[src/rtl/inert_pkg.sv]
// Shared types and widths for the inertial attitude integrator.
package inert_pkg;

    typedef enum logic [1:0] {UNCAL, CAL, RUN} state_t;

    localparam int OUT_W  = 16;
    localparam int RATE_W = 16;

endpackage

[src/rtl/inertial_integrator_if.sv]
// Sample/attitude bundle between the sensor front end and the integrator.
interface inertial_integrator_if;
    import inert_pkg::*;

    logic                     strt_cal;
    logic                     vld;
    logic signed [RATE_W-1:0] ptch_rt;
    logic signed [RATE_W-1:0] roll_rt;
    logic signed [RATE_W-1:0] yaw_rt;
    logic signed [RATE_W-1:0] ax;
    logic signed [RATE_W-1:0] ay;
    logic                     cal_done;
    logic signed [OUT_W-1:0]  ptch;
    logic signed [OUT_W-1:0]  roll;
    logic signed [OUT_W-1:0]  yaw;
    logic                     vld_out;

    modport master (
        output strt_cal, vld, ptch_rt, roll_rt, yaw_rt, ax, ay,
        input  cal_done, ptch, roll, yaw, vld_out
    );

    modport slave (
        input  strt_cal, vld, ptch_rt, roll_rt, yaw_rt, ax, ay,
        output cal_done, ptch, roll, yaw, vld_out
    );

endinterface

[src/rtl/axis_integrator.sv]
// One attitude axis: offset-corrected rate integration with optional
// complementary accelerometer fusion and saturation to the integrator range.
module axis_integrator
    import inert_pkg::*;
#(
    parameter int INT_W    = 27,
    parameter int FUSION   = 1024,
    parameter int ACC_GAIN = 327,
    parameter bit FUSE_EN  = 1'b1
) (
    input  logic                     clk,
    input  logic                     rst_n,
    input  logic                     clr,
    input  logic                     step,
    input  logic signed [RATE_W-1:0] rt,
    input  logic signed [RATE_W-1:0] off,
    input  logic signed [RATE_W-1:0] a,
    output logic signed [OUT_W-1:0]  out
);

    localparam int SUM_W = INT_W + 2;
    localparam logic signed [SUM_W-1:0] SAT_MAX  = {3'b000, {(INT_W-1){1'b1}}};
    localparam logic signed [SUM_W-1:0] SAT_MIN  = {3'b111, {(INT_W-1){1'b0}}};
    localparam logic signed [SUM_W-1:0] FUSE_MAG = SUM_W'(FUSION);
    localparam logic signed [9:0]       GAIN     = 10'(ACC_GAIN);

    logic signed [INT_W-1:0]  integ;
    logic signed [INT_W-1:0]  integ_nxt;
    logic signed [RATE_W:0]   diff;
    logic signed [25:0]       acc_prod;
    logic signed [OUT_W-1:0]  acc_ang;
    logic signed [SUM_W-1:0]  fuse;
    logic signed [SUM_W-1:0]  sum;

    assign out      = integ[INT_W-1 -: OUT_W];
    assign diff     = (RATE_W+1)'(rt) - (RATE_W+1)'(off);
    assign acc_prod = 26'(a) * 26'(GAIN);
    assign acc_ang  = acc_prod[25 -: OUT_W];

    // NOTE: every variable gets a default at the top of always_comb so no path leaves it unassigned (no latch).
    always_comb begin
        fuse      = '0;
        sum       = '0;
        integ_nxt = integ;
        if (FUSE_EN) begin
            if (acc_ang > out)      fuse = FUSE_MAG;
            else if (acc_ang < out) fuse = -FUSE_MAG;
        end
        // Two guard bits hold the sum of three signed terms without wrapping.
        sum = SUM_W'(integ) + SUM_W'(diff) + fuse;
        if (sum > SAT_MAX)      integ_nxt = SAT_MAX[INT_W-1:0];
        else if (sum < SAT_MIN) integ_nxt = SAT_MIN[INT_W-1:0];
        else                    integ_nxt = sum[INT_W-1:0];
    end

    // NOTE: sequential state uses non-blocking assignments so every flop samples pre-edge values.
    always_ff @(posedge clk) begin
        if (!rst_n || clr) integ <= '0;
        else if (step)     integ <= integ_nxt;
    end

endmodule

[src/rtl/inertial_integrator.sv]
// Gyro-offset calibration FSM plus three axis integrators producing
// pitch/roll/yaw attitude with a one-cycle update strobe.
module inertial_integrator
    import inert_pkg::*;
#(
    parameter int CAL_LOG2 = 11,
    parameter int INT_W    = 27,
    parameter int FUSION   = 1024,
    parameter int ACC_GAIN = 327
) (
    input  logic                 clk,
    input  logic                 rst_n,
    inertial_integrator_if.slave bus
);

    localparam int ACC_W = RATE_W + CAL_LOG2;

    state_t                    state, state_nxt;
    logic                      cal_clr, cal_add, cal_fin, int_clr, int_step;
    logic [CAL_LOG2-1:0]       cnt;
    logic signed [RATE_W-1:0]  rate    [3];
    logic signed [ACC_W-1:0]   acc     [3];
    logic signed [ACC_W-1:0]   acc_nxt [3];
    logic signed [RATE_W-1:0]  off     [3];

    assign rate[0] = bus.ptch_rt;
    assign rate[1] = bus.roll_rt;
    assign rate[2] = bus.yaw_rt;

    always_comb begin
        for (int i = 0; i < 3; i++) acc_nxt[i] = acc[i] + ACC_W'(rate[i]);
    end

    // strt_cal outranks vld in every state; the coincident sample is dropped.
    always_comb begin
        state_nxt = state;
        cal_clr   = 1'b0;
        cal_add   = 1'b0;
        cal_fin   = 1'b0;
        int_clr   = 1'b0;
        int_step  = 1'b0;
        case (state)
            UNCAL: begin
                if (bus.strt_cal) begin
                    state_nxt = CAL;
                    cal_clr   = 1'b1;
                    int_clr   = 1'b1;
                end
            end
            CAL: begin
                if (bus.strt_cal) begin
                    cal_clr = 1'b1;
                    int_clr = 1'b1;
                end else if (bus.vld) begin
                    cal_add = 1'b1;
                    if (&cnt) begin
                        cal_fin   = 1'b1;
                        int_clr   = 1'b1;
                        state_nxt = RUN;
                    end
                end
            end
            RUN: begin
                if (bus.strt_cal) begin
                    state_nxt = CAL;
                    cal_clr   = 1'b1;
                    int_clr   = 1'b1;
                end else if (bus.vld) begin
                    int_step = 1'b1;
                end
            end
            default: state_nxt = UNCAL;
        endcase
    end

    always_ff @(posedge clk) begin
        if (!rst_n) state <= UNCAL;
        else        state <= state_nxt;
    end

    // NOTE: the small accumulator/offset arrays are plain registers and are cleared by reset like any flop.
    always_ff @(posedge clk) begin
        if (!rst_n || cal_clr) begin
            cnt <= '0;
            for (int i = 0; i < 3; i++) acc[i] <= '0;
        end else if (cal_add) begin
            cnt <= cnt + 1'b1;
            for (int i = 0; i < 3; i++) acc[i] <= acc_nxt[i];
        end
    end

    // Offset is the mean: the final sum shifted right by CAL_LOG2, kept to 16 bits.
    always_ff @(posedge clk) begin
        if (!rst_n) begin
            for (int i = 0; i < 3; i++) off[i] <= '0;
        end else if (cal_fin) begin
            for (int i = 0; i < 3; i++) off[i] <= acc_nxt[i][CAL_LOG2 +: RATE_W];
        end
    end

    always_ff @(posedge clk) begin
        if (!rst_n) begin
            bus.cal_done <= 1'b0;
            bus.vld_out  <= 1'b0;
        end else begin
            bus.cal_done <= cal_fin;
            bus.vld_out  <= int_step;
        end
    end

    axis_integrator #(
        .INT_W(INT_W), .FUSION(FUSION), .ACC_GAIN(ACC_GAIN), .FUSE_EN(1'b1)
    ) u_ptch (
        .clk(clk), .rst_n(rst_n), .clr(int_clr), .step(int_step),
        .rt(bus.ptch_rt), .off(off[0]), .a(bus.ay), .out(bus.ptch)
    );

    axis_integrator #(
        .INT_W(INT_W), .FUSION(FUSION), .ACC_GAIN(ACC_GAIN), .FUSE_EN(1'b1)
    ) u_roll (
        .clk(clk), .rst_n(rst_n), .clr(int_clr), .step(int_step),
        .rt(bus.roll_rt), .off(off[1]), .a(bus.ax), .out(bus.roll)
    );

    axis_integrator #(
        .INT_W(INT_W), .FUSION(FUSION), .ACC_GAIN(ACC_GAIN), .FUSE_EN(1'b0)
    ) u_yaw (
        .clk(clk), .rst_n(rst_n), .clr(int_clr), .step(int_step),
        .rt(bus.yaw_rt), .off(off[2]), .a('0), .out(bus.yaw)
    );

endmodule

[src/flat_wrapper.sv]
// flat-port wrapper written by rule: the top's interface ports become plain ports
module inertial_integrator_flat import inert_pkg::*;
#(
    parameter int CAL_LOG2 = 11,
    parameter int INT_W    = 27,
    parameter int FUSION   = 1024,
    parameter int ACC_GAIN = 327
)
  (clk, rst_n, bus_strt_cal, bus_vld, bus_ptch_rt, bus_roll_rt, bus_yaw_rt, bus_ax, bus_ay, bus_cal_done, bus_ptch, bus_roll, bus_yaw, bus_vld_out);
  inertial_integrator_if bus_i ();
  input  logic clk;
  input  logic rst_n;
  input wire logic [$bits(bus_i.strt_cal)-1:0] bus_strt_cal;
  input wire logic [$bits(bus_i.vld)-1:0] bus_vld;
  input wire logic [$bits(bus_i.ptch_rt)-1:0] bus_ptch_rt;
  input wire logic [$bits(bus_i.roll_rt)-1:0] bus_roll_rt;
  input wire logic [$bits(bus_i.yaw_rt)-1:0] bus_yaw_rt;
  input wire logic [$bits(bus_i.ax)-1:0] bus_ax;
  input wire logic [$bits(bus_i.ay)-1:0] bus_ay;
  output wire logic [$bits(bus_i.cal_done)-1:0] bus_cal_done;
  output wire logic [$bits(bus_i.ptch)-1:0] bus_ptch;
  output wire logic [$bits(bus_i.roll)-1:0] bus_roll;
  output wire logic [$bits(bus_i.yaw)-1:0] bus_yaw;
  output wire logic [$bits(bus_i.vld_out)-1:0] bus_vld_out;
  assign bus_i.strt_cal = bus_strt_cal;
  assign bus_i.vld = bus_vld;
  assign bus_i.ptch_rt = bus_ptch_rt;
  assign bus_i.roll_rt = bus_roll_rt;
  assign bus_i.yaw_rt = bus_yaw_rt;
  assign bus_i.ax = bus_ax;
  assign bus_i.ay = bus_ay;
  assign bus_cal_done = bus_i.cal_done;
  assign bus_ptch = bus_i.ptch;
  assign bus_roll = bus_i.roll;
  assign bus_yaw = bus_i.yaw;
  assign bus_vld_out = bus_i.vld_out;
  inertial_integrator #(.CAL_LOG2(CAL_LOG2), .INT_W(INT_W), .FUSION(FUSION), .ACC_GAIN(ACC_GAIN)) u_core (.clk(clk), .rst_n(rst_n), .bus(bus_i));
endmodule
[config.mk]
export PLATFORM = sky130hd
export DESIGN_NAME = inertial_integrator_flat
export DESIGN_NICKNAME = d
export VERILOG_FILES = /design/src/rtl/inert_pkg.sv /design/src/rtl/inertial_integrator_if.sv /design/src/rtl/axis_integrator.sv /design/src/rtl/inertial_integrator.sv /design/src/flat_wrapper.sv
export SDC_FILE = /design/constraint.sdc
export NUM_CORES = 1
export LEC_CHECK = 0
export BUFFER_PORTS_ARGS = -buffer_cell sky130_fd_sc_hd__buf_2
export CAP_MARGIN = 5
export CORE_ASPECT_RATIO = 0.75
export CORE_MARGIN = 2
export CORE_UTILIZATION = 25
export DETAILED_ROUTE_END_ITERATION = 7
export PLACE_DENSITY_LB_ADDON = 0.08
export SETUP_SLACK_MARGIN = 0.2
export SLEW_MARGIN = 20
export SYNTH_ARGS = -nofsm -noshare
export SYNTH_HDL_FRONTEND = slang
export SYNTH_SLANG_ARGS = --single-unit
export TNS_END_PERCENT = 10
[constraint.sdc]
create_clock -name clk -period 13.9 [get_ports clk]
set_input_delay 2.78 -clock clk [delete_from_list [all_inputs] [get_ports clk]]
set_output_delay 2.78 -clock clk [all_outputs]
set_load 0.01 [all_outputs]
==> results of run 1 <==
-- worst max-delay path: cells and delay by family --
kind | cells | cell delay [ps]
adder cells (fa/ha/maj) | 9 | 3450
XOR/XNOR | 1 | 130
AO/OA/AOI/OAI | 16 | 4100
buffers and inverters | 5 | 630
AND/OR/NAND/NOR | 9 | 1300
-- cells in the final DEF (no fill, tap or decap), types with 28 or more instances in the layout --
master and instances:
sky130_fd_sc_hd__fa_1 206, sky130_fd_sc_hd__and3_1 41, sky130_fd_sc_hd__xnor2_1 105, sky130_fd_sc_hd__edfxtp_1 129, sky130_fd_sc_hd__o21a_1 40, sky130_fd_sc_hd__dfxtp_1 96, sky130_fd_sc_hd__and2_1 28, sky130_fd_sc_hd__a21o_1 96
sky130_fd_sc_hd__xor2_1 68, sky130_fd_sc_hd__inv_1 557, sky130_fd_sc_hd__o21ai_0 92, sky130_fd_sc_hd__nor3_1 41, sky130_fd_sc_hd__nand2_1 114, sky130_fd_sc_hd__clkbuf_16 30, sky130_fd_sc_hd__nor2b_1 31, sky130_fd_sc_hd__a221oi_1 65
sky130_fd_sc_hd__ha_1 379, sky130_fd_sc_hd__a21oi_1 175, sky130_fd_sc_hd__nand2b_1 30, sky130_fd_sc_hd__nor2_1 186, sky130_fd_sc_hd__buf_2 133, sky130_fd_sc_hd__nand3_1 37
-- power groups by stage --
stage               Sequential [W]  Clock [W]  Combinational, W
floorplan                 0.000748          0           0.00336
global placement          0.000753          0           0.00448
detailed placement        0.000753          0           0.00443
CTS                       0.000739   0.000929           0.00448
global route              0.000740   0.000955           0.00506
finish                    0.000738   0.000894           0.00445
-- per-layer routing --
metal / track usage / routed length, um
met2: 0.206 / 30900
met5: 0 / 46
met1: 0.212 / 39500
met3: 0.0219 / 2620
met4: 0.0166 / 903
-- worst paths after layout --
kind / start / endpoint / slack [ps] / cells after the start
setup / recovery: bus_ax[6] / u_core.u_roll.integ[21]$_SDFFE_PP0P_ / 1970 / 40
hold / removal: u_core.cnt[5]$_SDFFE_PP0P_ / u_core.cnt[5]$_SDFFE_PP0P_ / 490 / 2
hold reg to reg: u_core.cnt[5]$_SDFFE_PP0P_ / u_core.cnt[5]$_SDFFE_PP0P_ / 490 / 2
setup reg to reg: u_core.u_roll.integ[12]$_SDFFE_PP0P_ / u_core.u_roll.integ[21]$_SDFFE_PP0P_ / 7390 / 26
-- through the flow --
stage	util	setup WS (ps)
floorplan	-	421
global placement	0.272	1380
detailed placement	0.272	1250
CTS	0.283	1870
global route	0.283	1160
finish	0.283	1970
-- state kept, by name, indices dropped and copies added (netlist names), 2 cells and up --
name                 flops
u_core.acc              81
u_core.cnt              11
u_core.off              48
u_core.state             2
u_core.u_ptch.integ     27
u_core.u_roll.integ     27
u_core.u_yaw.integ      27
-- final cells by class --
cell class | count | area share
Multi-Input combinational cell | 2000 | 0.606
Sequential cell | 225 | 0.198
Inverter | 558 | 0.0715
Tap cell | 1404 | 0.0599
Clock buffer | 37 | 0.0275
Timing Repair Buffer | 148 | 0.0266
Clock inverter | 19 | 0.0102
Antenna cell | 1 | 0.0000854
-- cell families after synthesis --
| group | share of synthesized area |
|---|---|
| buffers and inverters | 0.103 |
| AOI/OAI and AO/OA | 0.167 |
| and+or+nand+nor | 0.111 |
| adders and majority gates | 0.338 |
| DFF | 0.221 |
| xor gates and xnor gates | 0.0589 |
| muxes | 0.000764 |
==> results.txt, run 1 <==
The relative slew slack came out at 0.372. The first detailed-routing pass ran for 7 iterations. The post-cts gate resize count is 0. The tool flagged a number of max-cap violations equal to 0.

The time the final worst path needs with I/O delays and setup came out at 11930 ps. The worst-case clock buffer depth came out at 3. The critical path in this run is classified as primary input to register. The post-CTS setup-driven buffer insertion count is 0. The total placed instance area came out at approximately 28000 um2.

The critical path's most frequent cell is sky130_fd_sc_hd__ha_1. The number of enable flip-flop cells after synthesis is roughly 130. The highest-delay cell along the critical path is sky130_fd_sc_hd__o22ai_2. For this configuration, the core starts out at a cell density of 0.253.

The number of cell rows is between 100 and 150. The most used flip-flop cell after synthesis is sky130_fd_sc_hd__edfxtp_1. The total overflow reported by the global router came out at 0. The number of clock buffers inserted by TritonCTS came out at 30. After detailed placement, the design holds a cell count of 4335.

The worst-skew pair later-pin latency came out at between 600 and 700 ps. The total via count after detailed routing is about 20k. Entering global routing, the biggest net connects 57 pins. The largest clock skew in the final design came out at approximately 39 ps. After synthesis, the cell types taking the most area are sky130_fd_sc_hd__ha_1 (18%), sky130_fd_sc_hd__fa_1 (16%), sky130_fd_sc_hd__edfxtp_1 (15%), sky130_fd_sc_hd__inv_1 (8.0%), sky130_fd_sc_hd__dfxtp_1 (7.3%). The number of library cell types mapped by synthesis came out at between 80 and 90. The yosys synthesis warning count is 0. The HPWL after detailed placement came out at about 59000 um.

VDD sags by at most between 0.2 and 0.25 mV. The classification of the worst-slack hold path is register to register. Counting instances in the post-synthesis netlist gives the leading cell types as sky130_fd_sc_hd__inv_1 (558), sky130_fd_sc_hd__ha_1 (379), sky130_fd_sc_hd__fa_1 (206).

Once detail routing completed, the nets flagged for antenna violations numbered 0. The measured slew at the worst slew-check pin is between 900 and 1000 ps. The total number of H-tree levels is 1. The worst setup path is captured at a register. The placeable core region came out at slightly above 100000 um2.

The wire length of the first global-routing pass came out at 118000 um. The category of the worst setup path launch point is a primary input. The number of sinks driven by the clock tree came out at around 230. Synthesis produced a netlist with a net count of roughly 3.6k. The number of hold buffers added after CTS was 0.

The sequential fraction of the synthesis area is 0.221. The die extent in x came out at between 300 and 400 um. Dividing the detail-routed via count by the number of cells gives 4.52. The number of hold violations in the final report is 0. The share of power burned in registers came out at 0.121. The remaining routing DRC violations came out at 0.

The cell area that synthesis handed to floorplanning was about 26000 um2. The portion of total power attributed to the clock network is 0.147. Synthesis produced 2893 cells. The flip-flop and latch area came out at approximately 5800 um2.

The switching power share of the total came out at 0.499. The power per cell area came out at slightly above 200 nW/um2. The number of fillers in the final layout came out at 11.1k. The number of antenna violations at the first check in global routing was 11. The clock-pin slew of the registers on the worst-case setup and hold paths is 60 ps. The share of cells above drive strength 1 is 0.0814. The first routing iteration left slightly below 1k violations. Of the post-synthesis cell area, the dominant cell type holds 0.181. The routed wire length came out at roughly 74000 um. The area growth from synthesis to layout came out at 11.9%. In the global route stage, overall resource usage came out at 0.138. The internal power summed over all cells came out at 0.00304 W. The routed length per placed instance is between 15 and 20 um.

The net count of the finished layout is roughly 3.6k. The clock root buffer is sky130_fd_sc_hd__clkbuf_16. The combined area of the multi-input logic cells is 17800 um2. The data arrival at the endpoint of the critical path is roughly 12000 ps. The critical path's largest stage delay is approximately 600 ps.

The vertical extent of the die is approximately 280 um. In this run the worst path has a maximum fanout of 14. At the worst endpoint, the required time is roughly 14000 ps.

The total I/O pin count came out at 134. After synthesis, the mean cell area works out to approximately 9.1 um2. Setup repair after global routing left no endpoint under its margin. Summed over all failing endpoints, the final setup total negative slack is 0 ps. The achievable clock frequency came out at ~84 MHz.

TritonCTS built the clock tree. After routing the design area is a little under 30000 um2. The area of the die is 107000 um2.

The static leakage came out at ~14 nW. The number of global-route vias before repair is slightly above 20k. The non-filler instance count after layout is roughly 4.4k.

Routability-driven placement finished with a final weighted congestion of about 0.8. The total power after layout is about 0.0061 W. The share of the cycle needed by the critical path after routing is 0.858.

The number of pins exceeding their max-slew limit in the final report came out at 0. The final-layout worst hold slack came out at about 500 ps. For this run, asynchronously set or reset flops after synthesis account for 0.

The number of synthesized register bits is ~230. The share of power burned in combinational logic is 0.732. By instance count, the leading cell after synthesis is sky130_fd_sc_hd__inv_1.

The quantity of I/O buffers inserted on ports is about 130. The dominant cell type by area after synthesis is sky130_fd_sc_hd__ha_1. The flow ran to the end, and the final reports show no timing, DRC or antenna violations.

Setup violations remaining at the end of the flow were counted as 0. The switching power is just over 0.003 W.
(Power assumes the default switching activity.)
==> inputs of run 2 (changes only) <==
--- a/config.mk
+++ b/config.mk
@@ -5,8 +5,11 @@
 export SDC_FILE = /design/constraint.sdc
 export NUM_CORES = 1
 export LEC_CHECK = 0
+export ABC_AREA = 0
 export BUFFER_PORTS_ARGS = -buffer_cell sky130_fd_sc_hd__buf_2
 export CAP_MARGIN = 5
+export CELL_PAD_IN_SITES_DETAIL_PLACEMENT = 1
+export CELL_PAD_IN_SITES_GLOBAL_PLACEMENT = 2
 export CORE_ASPECT_RATIO = 0.75
 export CORE_MARGIN = 2
 export CORE_UTILIZATION = 25
==> results.txt, run 2 (synthesis results as in run 1) <==
The critical path's largest stage delay came out at just over 600 ps. In this run the deepest clock path goes through 3 buffers. The static leakage is 14.1 nW.

The remaining routing DRC violations is 0. The routed length per placed instance is 18.0 um. The first global-routing pass estimated about 130000 um of wire. Counting flops per register, the top entry is u_core.acc. The largest clock skew in the final design came out at about 21 ps.

By startpoint and endpoint, the worst setup path is classified as primary input to register. The power per cell area came out at around 210 nW/um2. In the layout the commonest cells are sky130_fd_sc_hd__inv_1 (557), sky130_fd_sc_hd__ha_1 (379), sky130_fd_sc_hd__fa_1 (206), sky130_fd_sc_hd__nor2_1 (186), sky130_fd_sc_hd__a21oi_1 (175). The placeable core region is between 100000 and 150000 um2. The residual antenna-violating net count after detailed routing came out at 0. The measured slew at the worst slew-check pin is 981 ps. In the final timing run, aggregate negative setup slack is 0 ps. In this run the tool buffered the top-level ports with roughly 130 buffer cells.

Leaving out fill and tap cells, the most frequent cell in the layout is sky130_fd_sc_hd__inv_1. The die extent in x came out at between 300 and 400 um. The HPWL after detailed placement is 63700 um. The reg-to-reg setup timing slack came out at just over 7000 ps. The worst ir drop on vdd came out at between 0.15 and 0.2 mV. The final worst setup slack came out at about 1800 ps. The required time of the worst setup path is 14410 ps. On the critical path, the stage with the largest delay is an instance of sky130_fd_sc_hd__o21ai_2. The final weighted congestion of routability-driven global placement came out at 0.781. The reg-to-reg critical path endpoint is u_core.u_ptch.integ[1]$_SDFFE_PP0P_. The clock-pin slew of the registers on the worst-case setup and hold paths came out at ~60 ps. The hold-critical path depth came out at 2.

The area growth from synthesis to layout came out at 11.8%. The flow ran to the end, and the final reports show no timing, DRC or antenna violations. The min-delay analysis places its worst path in the category register to register. The floorplan step defined a die boundary enclosing ~110000 um2. Row generation in the floorplan step produced 102 rows. The routed length on met1 came out at just over 40000 um. The number of clock buffers inserted by TritonCTS is 30.

The final layout contains 3634 nets. Summed over all nets, wire length on met2 after detailed routing comes to between 30000 and 40000 um. The kind of end point of the critical path is a register. In this run, the number of DRC markers left after iteration 0 of detailed routing was about 700.

TritonCTS built the clock tree. The total I/O pin count came out at 134. The number of antenna violations at the first check in global routing was 6. The tree is rooted in a sky130_fd_sc_hd__clkbuf_16. Gates resized during post-CTS repair numbered 0. The number of vias per cell is about 4.6.

The data arrival at the endpoint of the critical path came out at 12640 ps. The startpoint identified for the worst register-to-register timing path is u_core.u_ptch.integ[12]$_SDFFE_PP0P_. The worst hold path terminates at u_core.cnt[5]$_SDFFE_PP0P_. The register with the most flip-flops in the layout has a little over 80 of them. The maximum number of pins on one net before global-route repair came out at 68. The total number of H-tree levels is 1. The total iterations of the first detailed-routing run is 4.

The worst register-to-register path has a depth of 26. For this design, the CTS-stage hold fixing added 0 buffers. The share of cells above drive strength 1 came out at 0.0813. The relative slew slack came out at 0.346. The total global routing track utilization came out at 0.149. The number of global-route vias before repair came to 21.7k.

Wires add up to 79300 um. The count of final setup violators is 0. Post-CTS timing repair inserted 0 buffers for setup. The wire length on met3 came out at 2090 um. The worst min-delay path startpoint is u_core.cnt[5]$_SDFFE_PP0P_. Counting I/O delays and the setup requirement, the final critical path takes 12130 ps. The number of sinks driven by the clock tree is around 230. The worst-skew pair later-pin latency is 620 ps.

In the finished design, the share of the clock period the worst path needs comes to 0.873. The number of pins exceeding their max-slew limit in the final report came out at 0. Detailed routing inserted a total of 20.1k vias. The worst setup path is launched from a primary input. The largest registers in the layout are u_core.acc (81), u_core.off (48).

Summed over all layers, the global routing overflow is 0. The uppermost metal layer occupied by signal nets is met5. The antenna cell count came out at 0. The vertical extent of the die came out at around 280 um.

The number of hold violations in the final report is 0. The effective utilization at floorplan is 0.253. Along the worst path, the maximum fanout reaches 14. Timing analysis after detailed placement gives a worst setup slack of around 1000 ps. The max-capacitance violation count is 0. Setup repair after global routing left no endpoint under its margin.

The achievable clock frequency is approximately 82 MHz.
## run 2: how the worst max path moves through the flow
| stage | start | endpoint | slack [ps] | cells after the start |
|---|---|---|---|---|
| global placement | bus_ay[7] | u_core.u_ptch.integ[15]$_SDFFE_PP0P_ | 1340 | 38 |
| CTS | bus_ay[7] | u_core.u_ptch.integ[1]$_SDFFE_PP0P_ | 1660 | 38 |
| floorplan | bus_ay[7] | u_core.u_ptch.integ[21]$_SDFFE_PP0P_ | 420 | 37 |
| detailed placement | bus_ay[7] | u_core.u_ptch.integ[1]$_SDFFE_PP0P_ | 1030 | 38 |
| finish | bus_ay[7] | u_core.u_ptch.integ[1]$_SDFFE_PP0P_ | 1770 | 38 |
| global route | bus_ay[6] | u_core.u_ptch.integ[1]$_SDFFE_PP0P_ | 1030 | 38 |
## run 2: layer usage
layer	track usage	up-vias
met2	0.232	151
met1	0.221	9884
met4	0.0204	8
li1	-	9958
met5	0	-
met3	0.0202	52
## run 2: worst max-delay path, delay by kind of cell
kind                       cells  cell delay (ps)
adders and majority gates      9             3510
xor gates and xnor gates       2              280
AOI/OAI and AO/OA             15             4510
and+or+nand+nor                5              830
buffers and inverters          7              710
## run 2: metrics by stage
step           std cells  utilization  instance area, um2  hold slack (ps)  power (W)
3_5_place_dp        4337        0.273               28200              486    0.00533
6_report            4393        0.283               29300              505    0.00614
5_1_grt             4393        0.283               29300              530    0.00684
4_1_cts             4393        0.283               29300              498    0.00627
3_3_place_gp        4336        0.272               28200              472    0.00531
2_1_floorplan       2893            -               26200              458    0.00411
## run 2: final cells by class
class	count	area [um2]
Fill cell	12100	74200
Clock buffer	37	787
Clock inverter	19	283
Multi-Input combinational cell	2000	17800
Timing Repair Buffer	150	797
Inverter	558	2100
Sequential cell	225	5800
Tap cell	1404	1760
## run 2: report_power, final
part | internal (W) | switching (W) | total [W]
Sequential | 0.000726 | 0.0000125 | 0.000738
Clock | 0.000516 | 0.000359 | 0.000875
Combinational | 0.00179 | 0.00274 | 0.00453
Total | 0.00303 | 0.00311 | 0.00614
